### src/rtl/rom_mapper_detect.sv
// rom_mapper_detect
// Watches the HPS ioctl download stream for one cartridge slot, tracks the
// image size and guesses the megaROM mapper by counting "LD (nn),A" (opcode
// 0x32) writes to well-known bank-switch addresses. The result is published
// two cycles after the download ends.
//
// Ports
//   clk            system clock
//   reset_n        asynchronous active-low reset
//   ioctl_download high while an HPS download is in progress
//   ioctl_index    download target index, compared against ROM_INDEX
//   ioctl_wr       one-cycle byte strobe
//   ioctl_addr     byte address within the image
//   ioctl_dout     data byte
//   rom_size       highest written address + 1
//   rom_mapper     mapper code (0 none, 1 ASCII8, 2 ASCII16, 3 KONAMI,
//                  4 KONAMI_SCC, 6 LINEAR)
//   loaded         result valid for the most recent matching download
//   busy           download running or decision pending
module rom_mapper_detect #(
  parameter logic [5:0] ROM_INDEX = 6'd1
) (
  input  logic        clk,
  input  logic        reset_n,
  input  logic        ioctl_download,
  input  logic [5:0]  ioctl_index,
  input  logic        ioctl_wr,
  input  logic [24:0] ioctl_addr,
  input  logic [7:0]  ioctl_dout,
  output logic [24:0] rom_size,
  output logic [5:0]  rom_mapper,
  output logic        loaded,
  output logic        busy
);

  localparam logic [5:0] MAP_NONE    = 6'd0;
  localparam logic [5:0] MAP_ASCII8  = 6'd1;
  localparam logic [5:0] MAP_ASCII16 = 6'd2;
  localparam logic [5:0] MAP_KONAMI  = 6'd3;
  localparam logic [5:0] MAP_SCC     = 6'd4;
  localparam logic [5:0] MAP_LINEAR  = 6'd6;

  typedef enum logic [1:0] {ST_IDLE, ST_RUN, ST_DECIDE} top_state_t;
  typedef enum logic [1:0] {M_S0, M_S1, M_S2} match_state_t;

  top_state_t   state_q;
  match_state_t match_q;
  logic         active_q;
  logic [24:0]  size_q;
  logic [7:0]   lo_q;
  logic [7:0]   cnt_k_q, cnt_scc_q, cnt_a8_q, cnt_a16_q;
  logic [24:0]  rom_size_q;
  logic [5:0]   rom_mapper_q;
  logic         loaded_q;

  logic         active;
  logic         accept;
  logic [24:0]  size_inc;
  logic [15:0]  pat_addr;
  logic         vote_k, vote_scc, vote_a8, vote_a16;
  logic [7:0]   best_cnt;
  logic [5:0]   mapper_d;
  logic         loaded_d;

  assign active   = ioctl_download && (ioctl_index == ROM_INDEX);
  assign accept   = ioctl_wr && active && (state_q == ST_RUN);
  // Truncates to 0 at the very top address, which then never grows the size.
  assign size_inc = ioctl_addr + 25'd1;
  assign pat_addr = {ioctl_dout, lo_q};

  function automatic logic [7:0] sat_inc(input logic [7:0] v, input logic en);
    return (en && (v != 8'hFF)) ? v + 8'd1 : v;
  endfunction

  // Which mappers a completed "LD (pat_addr),A" votes for.
  always_comb begin
    vote_k   = 1'b0;
    vote_scc = 1'b0;
    vote_a8  = 1'b0;
    vote_a16 = 1'b0;
    case (pat_addr)
      16'h4000, 16'h8000, 16'hA000: vote_k = 1'b1;
      16'h5000, 16'h9000, 16'hB000: vote_scc = 1'b1;
      16'h6000: begin vote_k = 1'b1; vote_a8 = 1'b1; vote_a16 = 1'b1; end
      16'h7000: begin vote_scc = 1'b1; vote_a8 = 1'b1; vote_a16 = 1'b1; end
      16'h6800, 16'h7800: vote_a8 = 1'b1;
      16'h77FF: vote_a16 = 1'b1;
      default: ;
    endcase
  end

  // Strict ">" keeps the earlier (higher priority) candidate on ties.
  always_comb begin
    best_cnt = cnt_scc_q;
    mapper_d = MAP_SCC;
    loaded_d = 1'b1;
    if (cnt_k_q > best_cnt) begin
      best_cnt = cnt_k_q;
      mapper_d = MAP_KONAMI;
    end
    if (cnt_a16_q > best_cnt) begin
      best_cnt = cnt_a16_q;
      mapper_d = MAP_ASCII16;
    end
    if (cnt_a8_q > best_cnt) begin
      best_cnt = cnt_a8_q;
      mapper_d = MAP_ASCII8;
    end
    if (size_q == 25'd0) begin
      mapper_d = MAP_NONE;
      loaded_d = 1'b0;
    end else if ((cnt_k_q | cnt_scc_q | cnt_a8_q | cnt_a16_q) == 8'd0) begin
      mapper_d = (size_q <= 25'h10000) ? MAP_LINEAR : MAP_NONE;
    end
  end

  always_ff @(posedge clk or negedge reset_n) begin
    if (!reset_n) begin
      state_q      <= ST_IDLE;
      match_q      <= M_S0;
      // Starts high so a download already running at reset release is not
      // mistaken for a fresh rising edge.
      active_q     <= 1'b1;
      size_q       <= '0;
      lo_q         <= '0;
      cnt_k_q      <= '0;
      cnt_scc_q    <= '0;
      cnt_a8_q     <= '0;
      cnt_a16_q    <= '0;
      rom_size_q   <= '0;
      rom_mapper_q <= MAP_NONE;
      loaded_q     <= 1'b0;
    end else begin
      active_q <= active;
      case (state_q)
        ST_IDLE: begin
          if (active && !active_q) begin
            state_q   <= ST_RUN;
            match_q   <= M_S0;
            size_q    <= '0;
            cnt_k_q   <= '0;
            cnt_scc_q <= '0;
            cnt_a8_q  <= '0;
            cnt_a16_q <= '0;
            loaded_q  <= 1'b0;
          end
        end
        ST_RUN: begin
          // Leaving on the registered copy adds the cycle that makes the
          // result appear two edges after the download drops.
          if (!active_q) begin
            state_q <= ST_DECIDE;
          end else if (accept) begin
            if (size_inc > size_q) size_q <= size_inc;
            case (match_q)
              M_S0: if (ioctl_dout == 8'h32) match_q <= M_S1;
              M_S1: begin
                lo_q    <= ioctl_dout;
                match_q <= M_S2;
              end
              default: begin
                cnt_k_q   <= sat_inc(cnt_k_q, vote_k);
                cnt_scc_q <= sat_inc(cnt_scc_q, vote_scc);
                cnt_a8_q  <= sat_inc(cnt_a8_q, vote_a8);
                cnt_a16_q <= sat_inc(cnt_a16_q, vote_a16);
                match_q   <= M_S0;
              end
            endcase
          end
        end
        default: begin
          rom_size_q   <= size_q;
          rom_mapper_q <= mapper_d;
          loaded_q     <= loaded_d;
          match_q      <= M_S0;
          state_q      <= ST_IDLE;
        end
      endcase
    end
  end

  assign rom_size   = rom_size_q;
  assign rom_mapper = rom_mapper_q;
  assign loaded     = loaded_q;
  assign busy       = (state_q != ST_IDLE);

endmodule

### config.mk
export PLATFORM = sky130hd
export DESIGN_NAME = rom_mapper_detect
export DESIGN_NICKNAME = d
export VERILOG_FILES = /design/src/rtl/rom_mapper_detect.sv
export SDC_FILE = /design/constraint.sdc
export NUM_CORES = 1
export LEC_CHECK = 0
export BUFFER_PORTS_ARGS = -buffer_cell sky130_fd_sc_hd__buf_4
export CAP_MARGIN = 10
export CORE_UTILIZATION = 60
export DETAILED_ROUTE_END_ITERATION = 10
export PLACE_DENSITY_LB_ADDON = 0.1
export SLEW_MARGIN = 15
export SYNTH_ARGS = -nofsm -noshare
export SYNTH_HDL_FRONTEND = slang
export SYNTH_SLANG_ARGS = --single-unit
export TNS_END_PERCENT = 1
### constraint.sdc
create_clock -name clk -period 7.4 [get_ports clk]
set_clock_uncertainty 0.2 [all_clocks]
set_input_delay 0.37 -clock clk [delete_from_list [all_inputs] [get_ports clk]]
set_output_delay 0.37 -clock clk [all_outputs]
set_load 0.005 [all_outputs]
# Word-level counts from Yosys, hierarchy flattened

Index checks and enable logic that the tools add are counted.

Flip-flop bits (word level): 102
Bits of input ports: 43
Output and inout bits: 33
Word-level logic and storage cells: 136

Add/sub/neg operators: 5
Magnitude comparators: 5
Eq/ne operators: 30
Muxes and demuxes: 50
Bitwise gates (word level): 4
Reduce and logical (&&, ||, !) cells: 30

Operators by type and width:

| operator                | number |
|---|---|
| $mux W8                 | 19 |
| $eq A16 B15 Y1 const B  | 7 |
| $mux W25                | 4 |
| $eq A16 B16 Y1 const B  | 4 |
| $pmux W8 S2             | 4 |
| $pmux W25 S2            | 1 |
| $add A8 B1 Y8 const B   | 4 |
| $ne A8 B8 Y1 const B    | 4 |
| $add A25 B1 Y25 const B | 1 |
| $gt A25 B25 Y1          | 1 |
| $le A25 B17 Y1 const B  | 1 |
| $logic_not A25 Y1       | 1 |
| $gt A8 B8 Y1            | 3 |
| $mux W6                 | 4 |
| $or A8 B8 Y8            | 3 |
| $reduce_and A6 Y1       | 4 |
| $mux W2                 | 6 |
| $pmux W2 S2             | 3 |
| $reduce_or A4 Y1        | 3 |
| $ne A2 B1 Y1 const B    | 5 |
| $ne A2 B2 Y1 const B    | 5 |
| $eq A8 B6 Y1 const B    | 1 |
| $logic_and A1 B1 Y1     | 8 |
| $logic_not A8 Y1        | 1 |
| other kinds (15)        | 27 |

# Depth between registers and ports, before layout

Depth in word-level cells: 9
Depth in mapped cells: 23
Depth with buffers taken out: 21

# Worst setup path after synthesis

OpenSTA, ideal clock, no wires.

Path kind: flip-flop to flip-flop
From: register cnt_k_q[6]
To: register rom_mapper_q[2] (netlist: rom_mapper[2])
Data arrival time: 4649 ps
Data required time: 7084 ps
Slack: 2436 ps
Stages on the path, launching flop included: 22
Buffers on the path: 2
Clock period less this slack: 4964 ps
Cells stage by stage: dfrtp_1 inv_1 ha_1 nor4_1 o31ai_1 a31oi_1 buf_2 mux2i_1 ha_1 a21o_1 a21o_1 a21oi_1 a32o_1 clkbuf_1 mux2_2 ha_1 nand2_1 o21ai_0 mux2i_1 a21oi_1 a211o_1 o311ai_0

Word-level cells in the longest chain between the ends: 8

RTL lines:

| element                | line | RTL |
|---|---|---|
| from (decl)            | 51   | `logic [7:0] cnt_k_q, cnt_scc_q, cnt_a8_q, cnt_a16_q;` |
| from (signal assigned) | 162  | `cnt_k_q <= sat_inc(cnt_k_q, vote_k);` |
| $gt A8 B8 Y1           | 97   | `if (cnt_k_q > best_cnt) begin` |
| $mux W8                | 97   |  |
| $gt A8 B8 Y1           | 101  | `if (cnt_a16_q > best_cnt) begin` |
| $mux W8                | 101  |  |
| $gt A8 B8 Y1           | 105  | `if (cnt_a8_q > best_cnt) begin` |
| $mux W6                | 105  |  |
| $mux W6 (*)            | 112  | `end else if ((cnt_k_q \| cnt_scc_q \| cnt_a8_q \| cnt_a16_q) == 8'd0) begin` |
| $mux W6 (*)            | 109  | `if (size_q == 25'd0) begin` |
| to (signal assigned)   | 173  | `rom_mapper_q <= mapper_d;` |
| to (decl)              | 53   | `logic [5:0] rom_mapper_q;` |

Every way passes the cells marked *; elsewhere a longest branch is shown, timed or not.
A chain may end at the register's enable or synchronous reset.

# Final worst setup path

From: register cnt_k_q[7]
To: register rom_mapper_q[2] (netlist: rom_mapper[2])

The elaborated chain is that of the path after synthesis.

==> impl_metrics.csv <==
group,metric,value,unit
floorplan,pin_count,76,
layout,fin_util,71.09,%
setup_path,critical_path_class,"reg -> reg",
timing,max_freq,188.1,MHz
global_routing,grtUsageMet1,40.68,%
clock_network,clk_latency,390,ps
setup_path,arrival,5390,ps
global_routing,grt_pass1_wl,26.23,mm
timing,timing.hold.ws,49.53,ps
outcome,status,"finished clean",
timing,max-slew-margin-rel,22.57,%
power_and_ir_drop,power_density,172.0,mW/mm^2
clock_network,cts-root-buf,"clkbuf_8",
synth,synth_edf_count,0,
synth,synthCells,690,
floorplan,dieArea,0.01143,mm^2
power_and_ir_drop,ir_worst_vdd,0.2823,mV
setup_path,crit_required,7470,ps
setup_path,start_kind,"flip-flop",
synth,yosys_warnings,0,
hold_path,worstHoldPathType,"in -> reg",
layout,layout_commonest_cell,"dfrtp_1",
power_and_ir_drop,cellLeakagePower,0.003581,uW
layout,nets,866,
clock_network,cts_sinks,99,
global_routing,use_met3,6.809,%
layout,syn2layout_area_growth,13.17,%
timing,fin_setup_tns,0,ps
detailed_routing,vias_per_cell,6.021,
global_routing,grt.overflow.total,0,
layout,layout-drive-gt1-share,18.80,%
floorplan,fp.coreArea,0.01051,mm^2
floorplan,die_x,106.9,um
floorplan,placementRows,37,
detailed_routing,firstDrtPassIters,5,
synth,syn_area,0.006601,mm^2
placement,io_buffers,72,
timing,finalCritPeriodShare,71.86,%
clock_network,cts_buffers,9,
synth,ys_ff_latch,99,
setup_path,worst_setup_path_end_kind,"flip-flop",
clock_network,htree_levels,3,
global_routing,track_usage,29.57,%
layout,final_cell_mix,"dfrtp_1, nand2_1, buf_4",
timing,min_period,5317,ps
detailed_routing,drt_wl_total,15.51,mm
synth,synth_seq_area_share,37.55,%
timing,rsz0062_at_grt,"false",
layout,n_antenna_cell,0,
synth,avgSynthCellArea,9.567,um^2
setup_path,crit_fanout,13,
floorplan,floorplan.initialDensity,62.82,%
timing,finalSetupViolCount,0,
global_routing,grt_antenna_before_repair,0,
global_routing,grt_pass1_vias,5417,
clock_network,cts_resized,0,
synth,async_flop_share,100.0,%
detailed_routing,drc,0,
layout,design_area,0.007471,mm^2
global_routing,busiest_layer,"met2",
global_routing,grt_max_degree,61,
power_and_ir_drop,power,1285,uW
placement,hpwl,11.57,mm
placement,place.gp.congestion,0.9169,
detailed_routing,ant_nets,0,
floorplan,die_height,106.9,um
synth,ys_types,64,
detailed_routing,routedWlPerCell,17.19,um
detailed_routing,vias,5431,
job,cap_violations,0,
timing,tightest_slew,1151,ps
clock_network,cts_tree,"done",
clock_network,path_clk_slew,100,ps
clock_network,postCtsSetupBuffers,0,
timing,hold_viol_final,0,
detailed_routing,drt_iter0_drc,365,
setup_path,reg2reg_slack,2080,ps
global_routing,use_met2,46.41,%
timing,finalMaxSlewViolations,0,
placement,dpl_cell_area,0.007264,mm^2
clock_network,cts_buffer_depth,2,
synth,ys.flop_type,"dfrtp_1",
[path summary, 6_finish.rpt]
path | cells after the start | to | from
max | 20 | rom_mapper[2]$_DFFE_PN0N_ | cnt_k_q[7]$_DFFE_PN0P_
min | 2 | lo_q[5]$_DFFE_PN0P_ | ioctl_dout[5]
max reg2reg | 20 | rom_mapper[2]$_DFFE_PN0N_ | cnt_k_q[7]$_DFFE_PN0P_
min reg2reg | 1 | rom_size[23]$_DFFE_PN0N_ | rom_size[23]$_DFFE_PN0N_
max in group asynchronous | 3 | rom_size[16]$_DFFE_PN0N_ | reset_n
min in group asynchronous | 2 | size_q[4]$_DFFE_PN0P_ | reset_n
[repair_timing]
item | CTS | global route
endpoints found under the setup margin | 0 | 0
endpoints found under the hold margin | 39 | 0
hold buffers | 1 | 0
[cell usage after synthesis (3+ instances only)]
master,instances,area share (%)
dfrtp_1,98,37
nand2_1,80,4.5
ha_1,62,12
inv_1,55,3.1
nor2_1,44,2.5
mux2_2,38,6.5
mux2i_1,34,5.2
nand3_1,34,2.6
xnor2_1,33,4.4
nand4_1,23,2.2
a21oi_1,18,1.4
o21ai_0,17,1.3
nor4_1,16,1.5
nor3_1,15,1.1
clkbuf_1,11,0.63
a21o_1,9,1.0
xor2_1,9,1.2
and4_1,8,1.1
o31ai_1,7,0.80
or3_1,6,0.57
a211oi_1,4,0.45
buf_4,4,0.45
nand2b_1,4,0.38
nor4_2,4,0.76
buf_1,3,0.17
nand4b_1,3,0.40
o21a_1,3,0.34
[per-layer routing]
layer | part of all wire, % | vias to the layer above
met5 | 0 | -
met4 | 1.5 | 0
met3 | 5.2 | 26
met2 | 46 | 157
met1 | 47 | 2641
li1 | - | 2607
[stage by stage]
stage | setup slack [ps] | instances
after floorplan | 2436 | 692
after global placement | 2343 | 885
after detailed placement | 2129 | 885
after CTS | 2111 | 902
after global routing | 1615 | 902
final | 2083 | 902
[layout make-up]
type | count | area (um^2)
fill | 811 | 3038
tap | 136 | 170.2
timing repair buffer | 80 | 603.1
clock inverter | 2 | 37.54
inverter | 55 | 206.4
multi-input combinational | 516 | 3822
clock buffer | 14 | 152.6
sequential | 99 | 2479
[worst max-delay path, cell delays in order (launching register included)]
cell,delay [ps]
dfrtp_1,450
inv_1,70
ha_1,300
nor4_1,370
o31ai_1,130
a31oi_1,180
buf_4,230
mux2i_1,310
ha_1,300
a21o_1,160
a21o_1,160
a21oi_1,180
a32o_1,480
mux2_2,400
ha_1,280
nand2_1,70
o21ai_0,110
mux2i_1,150
a21oi_1,70
a211o_1,280
o311ai_0,300
[registers in the layout (all words and copies together), names as in the netlist]
| signal | flops |
|---|---|
| cnt_a8_q | 8 |
| loaded | 1 |
| rom_mapper | 3 |
| match_q | 2 |
| lo_q | 8 |
| cnt_k_q | 8 |
| cnt_a16_q | 8 |
| cnt_scc_q | 8 |
| active_q | 1 |
| size_q | 25 |
| state_q | 2 |
| rom_size | 25 |
[power breakdown]
part / leakage [uW] / switching, uW / internal, uW
Combinational: 0.00214 / 193 / 162
Sequential: 0.00135 / 19.9 / 555
Clock: 0.0000909 / 188 / 166
[cells by family after synthesis]
logic type | after synthesis | share of synthesized area [%]
and+or+nand+nor | 254 | 19.67
DFF | 99 | 37.55
AOI/OAI and AO/OA | 83 | 8.890
buffers and inverters | 77 | 4.871
muxes | 72 | 11.64
adders and majority gates | 62 | 11.75
xor gates and xnor gates | 42 | 5.573
other | 1 | 0.05681
No activity file was read; power rests on OpenSTA's default activity.
